[src/rtl/instruction_fetch.sv]
// Instruction fetch stage: drives the instruction-memory request and registers IF/ID.
// Redirects from EX override stalls, and a word that returns during a stall is kept in a hold buffer.
module instruction_fetch #(
    parameter logic [31:0] RESET_PC  = 32'h0000_0000,
    parameter logic [31:0] NOP_INSTR = 32'h0000_0013
) (
    input  logic        i_clk,
    input  logic        i_reset,
    input  logic        i_pc_write,
    input  logic        i_if_id_write,
    input  logic        i_branch_taken,
    input  logic [31:0] i_branch_target,
    output logic        o_imem_req,
    output logic [31:0] o_imem_addr,
    input  logic        i_imem_ready,
    input  logic [31:0] i_imem_rdata,
    output logic [31:0] o_if_id_pc,
    output logic [31:0] o_if_id_instruction,
    output logic        o_if_id_valid
);

    typedef enum logic [1:0] {
        WAIT_RST = 2'd0,
        FETCH    = 2'd1,
        BUF_HOLD = 2'd2
    } state_t;

    state_t      state_q, state_d;
    logic [31:0] pc_q, pc_d;
    logic [31:0] buf_q, buf_d;
    logic        req_q, req_d;
    logic [31:0] if_pc_q, if_pc_d;
    logic [31:0] if_instr_q, if_instr_d;
    logic        if_valid_q, if_valid_d;

    logic [31:0] pc_plus4;
    logic [31:0] redirect_pc;
    logic        advance;

    assign pc_plus4    = pc_q + 32'd4;
    assign redirect_pc = i_branch_target & ~32'd3;
    assign advance     = i_pc_write && i_if_id_write;

    always_comb begin
        state_d    = state_q;
        pc_d       = pc_q;
        buf_d      = buf_q;
        if_pc_d    = if_pc_q;
        if_instr_d = if_instr_q;
        if_valid_d = if_valid_q;

        // A redirect wins over everything, including a word returning this cycle.
        if (i_branch_taken) begin
            state_d    = FETCH;
            pc_d       = redirect_pc;
            buf_d      = 32'd0;
            if_pc_d    = redirect_pc;
            if_instr_d = NOP_INSTR;
            if_valid_d = 1'b0;
        end else begin
            case (state_q)
                WAIT_RST: begin
                    state_d = FETCH;
                end
                FETCH: begin
                    if (i_imem_ready && advance) begin
                        pc_d       = pc_plus4;
                        if_pc_d    = pc_q;
                        if_instr_d = i_imem_rdata;
                        if_valid_d = 1'b1;
                    end else begin
                        if (i_imem_ready) begin
                            buf_d   = i_imem_rdata;
                            state_d = BUF_HOLD;
                        end
                        if (i_if_id_write) begin
                            if_pc_d    = pc_q;
                            if_instr_d = NOP_INSTR;
                            if_valid_d = 1'b0;
                        end
                    end
                end
                BUF_HOLD: begin
                    if (advance) begin
                        state_d    = FETCH;
                        pc_d       = pc_plus4;
                        if_pc_d    = pc_q;
                        if_instr_d = buf_q;
                        if_valid_d = 1'b1;
                    end else if (i_if_id_write) begin
                        if_pc_d    = pc_q;
                        if_instr_d = NOP_INSTR;
                        if_valid_d = 1'b0;
                    end
                end
                default: begin
                    state_d = WAIT_RST;
                end
            endcase
        end

        req_d = (state_d == FETCH);
    end

    always_ff @(posedge i_clk or posedge i_reset) begin
        if (i_reset) begin
            state_q    <= WAIT_RST;
            pc_q       <= RESET_PC;
            buf_q      <= 32'd0;
            req_q      <= 1'b0;
            if_pc_q    <= 32'd0;
            if_instr_q <= NOP_INSTR;
            if_valid_q <= 1'b0;
        end else begin
            state_q    <= state_d;
            pc_q       <= pc_d;
            buf_q      <= buf_d;
            req_q      <= req_d;
            if_pc_q    <= if_pc_d;
            if_instr_q <= if_instr_d;
            if_valid_q <= if_valid_d;
        end
    end

    assign o_imem_req          = req_q;
    assign o_imem_addr         = pc_q;
    assign o_if_id_pc          = if_pc_q;
    assign o_if_id_instruction = if_instr_q;
    assign o_if_id_valid       = if_valid_q;

endmodule

[config.mk]
export PLATFORM = sky130hd
export DESIGN_NAME = instruction_fetch
export DESIGN_NICKNAME = d
export VERILOG_FILES = /design/src/rtl/instruction_fetch.sv
export SDC_FILE = /design/constraint.sdc
export NUM_CORES = 1
export LEC_CHECK = 0
export BUFFER_PORTS_ARGS = -buffer_cell sky130_fd_sc_hd__buf_2
export CAP_MARGIN = 20
export CORE_MARGIN = 3
export CORE_UTILIZATION = 38
export CTS_BUF_LIST = sky130_fd_sc_hd__clkbuf_4 sky130_fd_sc_hd__clkbuf_8
export CTS_CLUSTER_DIAMETER = 60
export CTS_CLUSTER_SIZE = 24
export DETAILED_ROUTE_END_ITERATION = 10
export PLACE_DENSITY_LB_ADDON = 0.12
export SLEW_MARGIN = 5
export SYNTH_ARGS = -nofsm -noshare
export SYNTH_HDL_FRONTEND = slang
export SYNTH_SLANG_ARGS = --single-unit
[constraint.sdc]
create_clock -name i_clk -period 3.9 [get_ports i_clk]
set_input_delay 0.195 -clock i_clk [delete_from_list [all_inputs] [get_ports i_clk]]
set_output_delay 0.195 -clock i_clk [all_outputs]
set_load 0.02 [all_outputs]
==> flow_summary.ini, run 1 <==
[status]
status = finished clean

[drt]
vias = 5747
wl_per_cell_um = 16.7
drtIter0Drc = 311
routed_wl_mm = 18.0
dr.pass1.iters = 5
ant_nets = 0
drt_drc_violations_left = 0
vias_per_cell = 5.34

[min_path]
hold_depth = 3
worst_hold_path_type = in -> reg

[timing]
max_slew.worst_pin.slew_ns = 0.906
setup_viol = 0
grt_setup_unrepaired = false
max_slew_margin_pct = 39.2
period_share_pct = 64.7
maxSlewViolCount = 0
finalCriticalPeriod_ns = 2.52
fin_setup_tns_ns = 0
clock.fmax_mhz = 396
final_hold_viol_count = 0
finClkSkew_ns = 0.00833

[clock_tree]
cts_tree = yes
cts_buffer_depth = 2
cts_buffers = 17
clkTransAtPathRegs_ns = 0.07
cts-htree-levels = 4
clockRootBuffer = clkbuf_8
clock_sinks = 130
clk_latency_ns = 0.45
cts_setup_buffers = 0

[cells_and_area]
drive_above_1_share_pct = 24.7
layout_common_cells = 168 x nand2_1, 163 x buf_2, 127 x dfrtp_1
final_util_pct = 52.7
diodes = 0
layout_commonest_cell = nand2_1
final_nets = 924
syn2layout_area_growth_pct = 34.4

[critical_path]
cp.arrival_ns = 2.88
worstSetupPathType = reg -> reg
critPathRequiredTime_ns = 4.26
end_kind = flop
crit_fanout = 25
cp-start-kind = flop
rr_worst_depth = 4

[floorplanning]
rows = 45
coreArea_um2 = 15300
io_pins = 168
chipHeight_um = 132
start_util_pct = 39.2
dieArea_um2 = 17400
fp.dieW_um = 132

[synth]
ys.warnings.count = 0
synthArstFlopShare_pct = 100
synth.distinct_cells = 49
avgSynthCellArea_um2 = 9.26
synth-seq-area-share_pct = 54.2
synthFlopType = dfrtp_1
yosys_register_bits = 130
synth-edff-count = 0
netlist_area_um2 = 6010
postSynthCellCount = 649

[power]
power.leakage_uw = 0.00366
powerDensity_nw_per_um2 = 419
ir_drop_mv = 0.218

[grt]
grt_first_pass_wirelength_mm = 29.4
track_usage_pct = 20.9
grt_max_degree = 109
antenna_found_initial = 0
grt_pass1_vias = 5527
grt-ovfl-total = 0

[place]
gp_congestion = 0.792
io_buffer_count = 163
dp_hpwl_mm = 11.3

[run]
maxCapViolations = 0
## where the power goes
group | leakage (uW) | internal [uW] | switching (uW)
registers | 0.00165 | 1450 | 98.9
clock network | 0.000214 | 701 | 525
logic | 0.00180 | 228 | 376
## synthesized netlist by cell type, types with 2 or more instances
library cell / n / share of area (%)
nand2_1: 168 / 10
dfrtp_1: 127 / 53
a22oi_1: 58 / 7.2
clkbuf_1: 44 / 2.7
a21oi_1: 40 / 3.3
o21ai_0: 27 / 2.2
nor2_1: 19 / 1.2
o21ai_1: 18 / 1.5
nand3_1: 16 / 1.3
or4_1: 14 / 1.7
a31oi_1: 13 / 1.4
o31ai_1: 11 / 1.4
nand4_1: 8 / 0.83
nor2b_1: 7 / 0.73
xnor2_1: 6 / 0.87
and2_1: 5 / 0.52
inv_1: 5 / 0.31
a211oi_1: 4 / 0.50
and4_1: 4 / 0.58
nor4_1: 4 / 0.42
a211o_1: 3 / 0.44
and3_1: 3 / 0.31
buf_4: 3 / 0.37
dfstp_2: 3 / 1.3
nand2b_1: 3 / 0.31
nand3b_1: 3 / 0.37
o211ai_1: 3 / 0.37
o22ai_1: 3 / 0.31
xor2_1: 3 / 0.44
a2111oi_0: 2 / 0.29
buf_2: 2 / 0.17
mux2i_1: 2 / 0.33
nand4_2: 2 / 0.42
## per-layer routing
metal / GRT usage (%) / wire length (um)
met5: 0 / 0
met4: 6.83 / 286
met3: 5.23 / 1140
met2: 33.5 / 8510
met1: 27.9 / 8020
## logic make-up after synthesis
family	synth area share, %
flops	54.2
compound gates	20.1
xor+xnor	1.31
buf+inv	3.92
other cells	0.0624
fa+ha+maj	0.208
mux	0.333
simple gates	19.9
## worst max-delay path, stage by stage (launching register included)
cell and delay, ns:
dfrtp_1 0.52, nand4_2 0.28, or4_1 0.83, or4_1 0.61
a31oi_1 0.19
## worst paths after layout
kind | startpoint | end | slack, ns
worst max-delay path | o_imem_addr[7]$_DFFE_PP0P_ | o_imem_addr[27]$_DFFE_PP0P_ | 1.38
worst min-delay path | i_branch_target[31] | o_if_id_pc[31]$_DFFE_PP0P_ | 0.12
worst max register to register | o_imem_addr[7]$_DFFE_PP0P_ | o_imem_addr[27]$_DFFE_PP0P_ | 1.38
worst min register to register | o_if_id_instruction[19]$_DFFE_PP0P_ | o_if_id_instruction[19]$_DFFE_PP0P_ | 0.48
max in group asynchronous | i_reset | buf_q[27]$_DFFE_PP0P_ | 2.53
min in group asynchronous | i_reset | o_if_id_instruction[3]$_DFFE_PP0P_ | 0.34
## area by class of cell
cell class	count	area (um^2)
clock buffer	22	297
clock inverter	9	129
fill	1451	7240
inverter	6	27.5
multi-input combinational	463	2530
sequential	130	3260
tap	211	264
timing repair buffer	235	1570
## registers in the layout, indices dropped and copies added, names as in the netlist
| register | cells |
|---|---|
| o_imem_req | 1 |
| o_if_id_valid | 1 |
| o_imem_addr | 30 |
| buf_q | 32 |
| o_if_id_instruction | 32 |
| o_if_id_pc | 32 |
| state_q | 2 |
## repair_timing
item | CTS | global route
hold buffers | 61 | 1
hold endpoints to repair | 84 | 49
resized for setup | 0 | 0
## through the flow
stage | instance area (um^2) | hold WS [ns] | total power [uW] | worst slack (ns) | instances
2_1_floorplan | 6010 | 0.305 | 1900 | 0.241 | 650
3_5_place_dp | 6990 | 0.414 | 2130 | 1.41 | 981
3_3_place_gp | 6940 | 0.414 | 2110 | 1.48 | 979
4_1_cts | 8020 | 0.00304 | 3420 | 1.39 | 1073
5_1_grt | 8080 | 0.107 | 3550 | 1.22 | 1076
6_report | 8080 | 0.123 | 3380 | 1.38 | 1076
Note: power is estimated with default switching activity, not from simulation.
==> run 2: changes to the inputs <==
Clock period 3.9 ns to 2.6 ns, I/O delays scaled along.
==> run 2 against run 1 <==
  * Hold slack got worse by 0.080 ns
  * First-iteration DRC count rose by 14%
  * Setup slack lost 0.98 ns
  * Global-route usage increased by 0.17 points
  * Total power grew 48%
  * Register-to-register slack got worse by 0.98 ns
  * Die area unchanged
  * Final cell count is 1.0% higher
  * Wire length up 0.40%
  * Clock power is 44% higher
  * Sequential share of layout area fell by 0.24 points
==> flow_summary.ini, run 2 (synthesis gave the netlist of run 1 again) <==
[clock_tree]
clk_latency_ns = 0.44
cts_setup_buffers = 0
clock_sinks = 130
cts-htree-levels = 4
cts_buffer_depth = 2
clkTransAtPathRegs_ns = 0.07
cts_buffers = 17
clockRootBuffer = clkbuf_8
cts_tree = yes

[grt]
track_usage_pct = 21.0
antenna_found_initial = 1
grt-ovfl-total = 0
grt_pass1_vias = 5758
grt_max_degree = 85
grt_first_pass_wirelength_mm = 29.8

[drt]
drt_drc_violations_left = 0
dr.pass1.iters = 5
wl_per_cell_um = 16.6
vias_per_cell = 5.27
vias = 5725
ant_nets = 0
routed_wl_mm = 18.0
drtIter0Drc = 355

[floorplanning]
coreArea_um2 = 15300
dieArea_um2 = 17400
start_util_pct = 39.2
rows = 45
io_pins = 168
fp.dieW_um = 132
chipHeight_um = 132

[cells_and_area]
layout_commonest_cell = nand2_1
final_nets = 934
final_area_um2 = 8120
syn2layout_area_growth_pct = 35.2
layout_common_cells = 168 x nand2_1, 163 x buf_2, 127 x dfrtp_1
final_cells = 1087
drive_above_1_share_pct = 25.6

[timing]
grt_setup_unrepaired = false
maxSlewViolCount = 0
max_slew.worst_pin.slew_ns = 0.896
finClkSkew_ns = 0.00852
fin_setup_tns_ns = 0
clock.fmax_mhz = 453
period_share_pct = 84.8
hold-worst-slack_ns = 0.0425
max_slew_margin_pct = 40.2
setup_viol = 0
layout_setup_ws_ns = 0.395
finalCriticalPeriod_ns = 2.21
final_hold_viol_count = 0

[min_path]
worst_hold_path_type = in -> reg

[critical_path]
critPathRequiredTime_ns = 2.96
path_common_cell = or4_1
end_kind = flop
worstSetupPathType = reg -> reg
max_stage_delay_ns = 0.52
cp-start-kind = flop
crit_slowest_cell = or4_1
crit_chain = nand4_2, or4_1, buf_4, or4_1, a31oi_1
crit_fanout = 18
cp.arrival_ns = 2.57

[power]
ir_drop_mv = 0.314
powerDensity_nw_per_um2 = 617
power.leakage_uw = 0.00370

[place]
dp_cells = 992
dp_hpwl_mm = 11.5
io_buffer_count = 163
gp_congestion = 0.774
place_area_um2 = 7070
dp_slack_ns = 0.346

[status]
status = finished clean

[run]
maxCapViolations = 0
## run 2: cell count changes in the layout (fill, tap and decap cells not counted), sizes merged
cell and change:
inv -1, diode +1, clkbuf +5, clkinv -3, buf +10, bufinv -1
## run 2: where the power goes
| part | internal (uW) | total, uW | switching [uW] |
|---|---|---|---|
| Clock | 1010 | 1770 | 762 |
| Combinational | 350 | 919 | 569 |
| Sequential | 2180 | 2320 | 142 |
| Total | 3540 | 5010 | 1470 |
## run 2: area by class of cell
type	instances	area, um^2
Inverter	6	26.3
Fill cell	1491	7190
Sequential cell	130	3260
Tap cell	211	264
Timing Repair Buffer	245	1630
Clock inverter	4	72.6
Antenna cell	1	2.50
Clock buffer	27	334
Multi-Input combinational cell	463	2530
## run 2: final timing paths
path / startpoint / end / slack, ns / cells past startpoint
worst max-delay path: o_imem_addr[11]$_DFFE_PP0P_ / o_imem_addr[24]$_DFFE_PP0P_ / 0.39 / 5
worst min-delay path: i_branch_target[31] / o_if_id_pc[31]$_DFFE_PP0P_ / 0.04 / 3
worst max register to register: o_imem_addr[11]$_DFFE_PP0P_ / o_imem_addr[24]$_DFFE_PP0P_ / 0.39 / 5
worst min register to register: o_if_id_instruction[26]$_DFFE_PP0P_ / o_if_id_instruction[26]$_DFFE_PP0P_ / 0.48 / 2
max in group asynchronous: i_reset / o_imem_addr[27]$_DFFE_PP0P_ / 1.89 / 4
min in group asynchronous: i_reset / o_if_id_pc[1]$_DFFE_PP0P_ / 0.35 / 4
## run 2: critical path: cells and delay by family (launching register included)
kind	cells	cell delay, ns
AOI/OAI and AO/OA	1	0.17
buffers and inverters	1	0.21
DFF	1	0.50
and+or+nand+nor	3	1.24
## run 2: per-stage QoR
| stage | utilization, % | total power, uW |
|---|---|---|
| 4_1_cts | 52.8 | 5070 |
| 2_1_floorplan | - | 2850 |
| 6_report | 53.0 | 5010 |
| 3_3_place_gp | 46.1 | 3180 |
| 5_1_grt | 53.0 | 5270 |
| 3_5_place_dp | 46.1 | 3200 |
## run 2: layer usage
layer	global-route usage [%]	share of wire, %	vias to the layer above
met4	5.83	1.3	2
met1	28.1	45	2792
li1	-	-	2744
met5	0	0.039	-
met2	33.8	47	169
met3	5.95	6.0	18
## run 2: timing repair
item,4_1_cts,5_1_grt
hold endpoints to repair,242,0
gates resized for setup,0,0
hold buffers,62,0
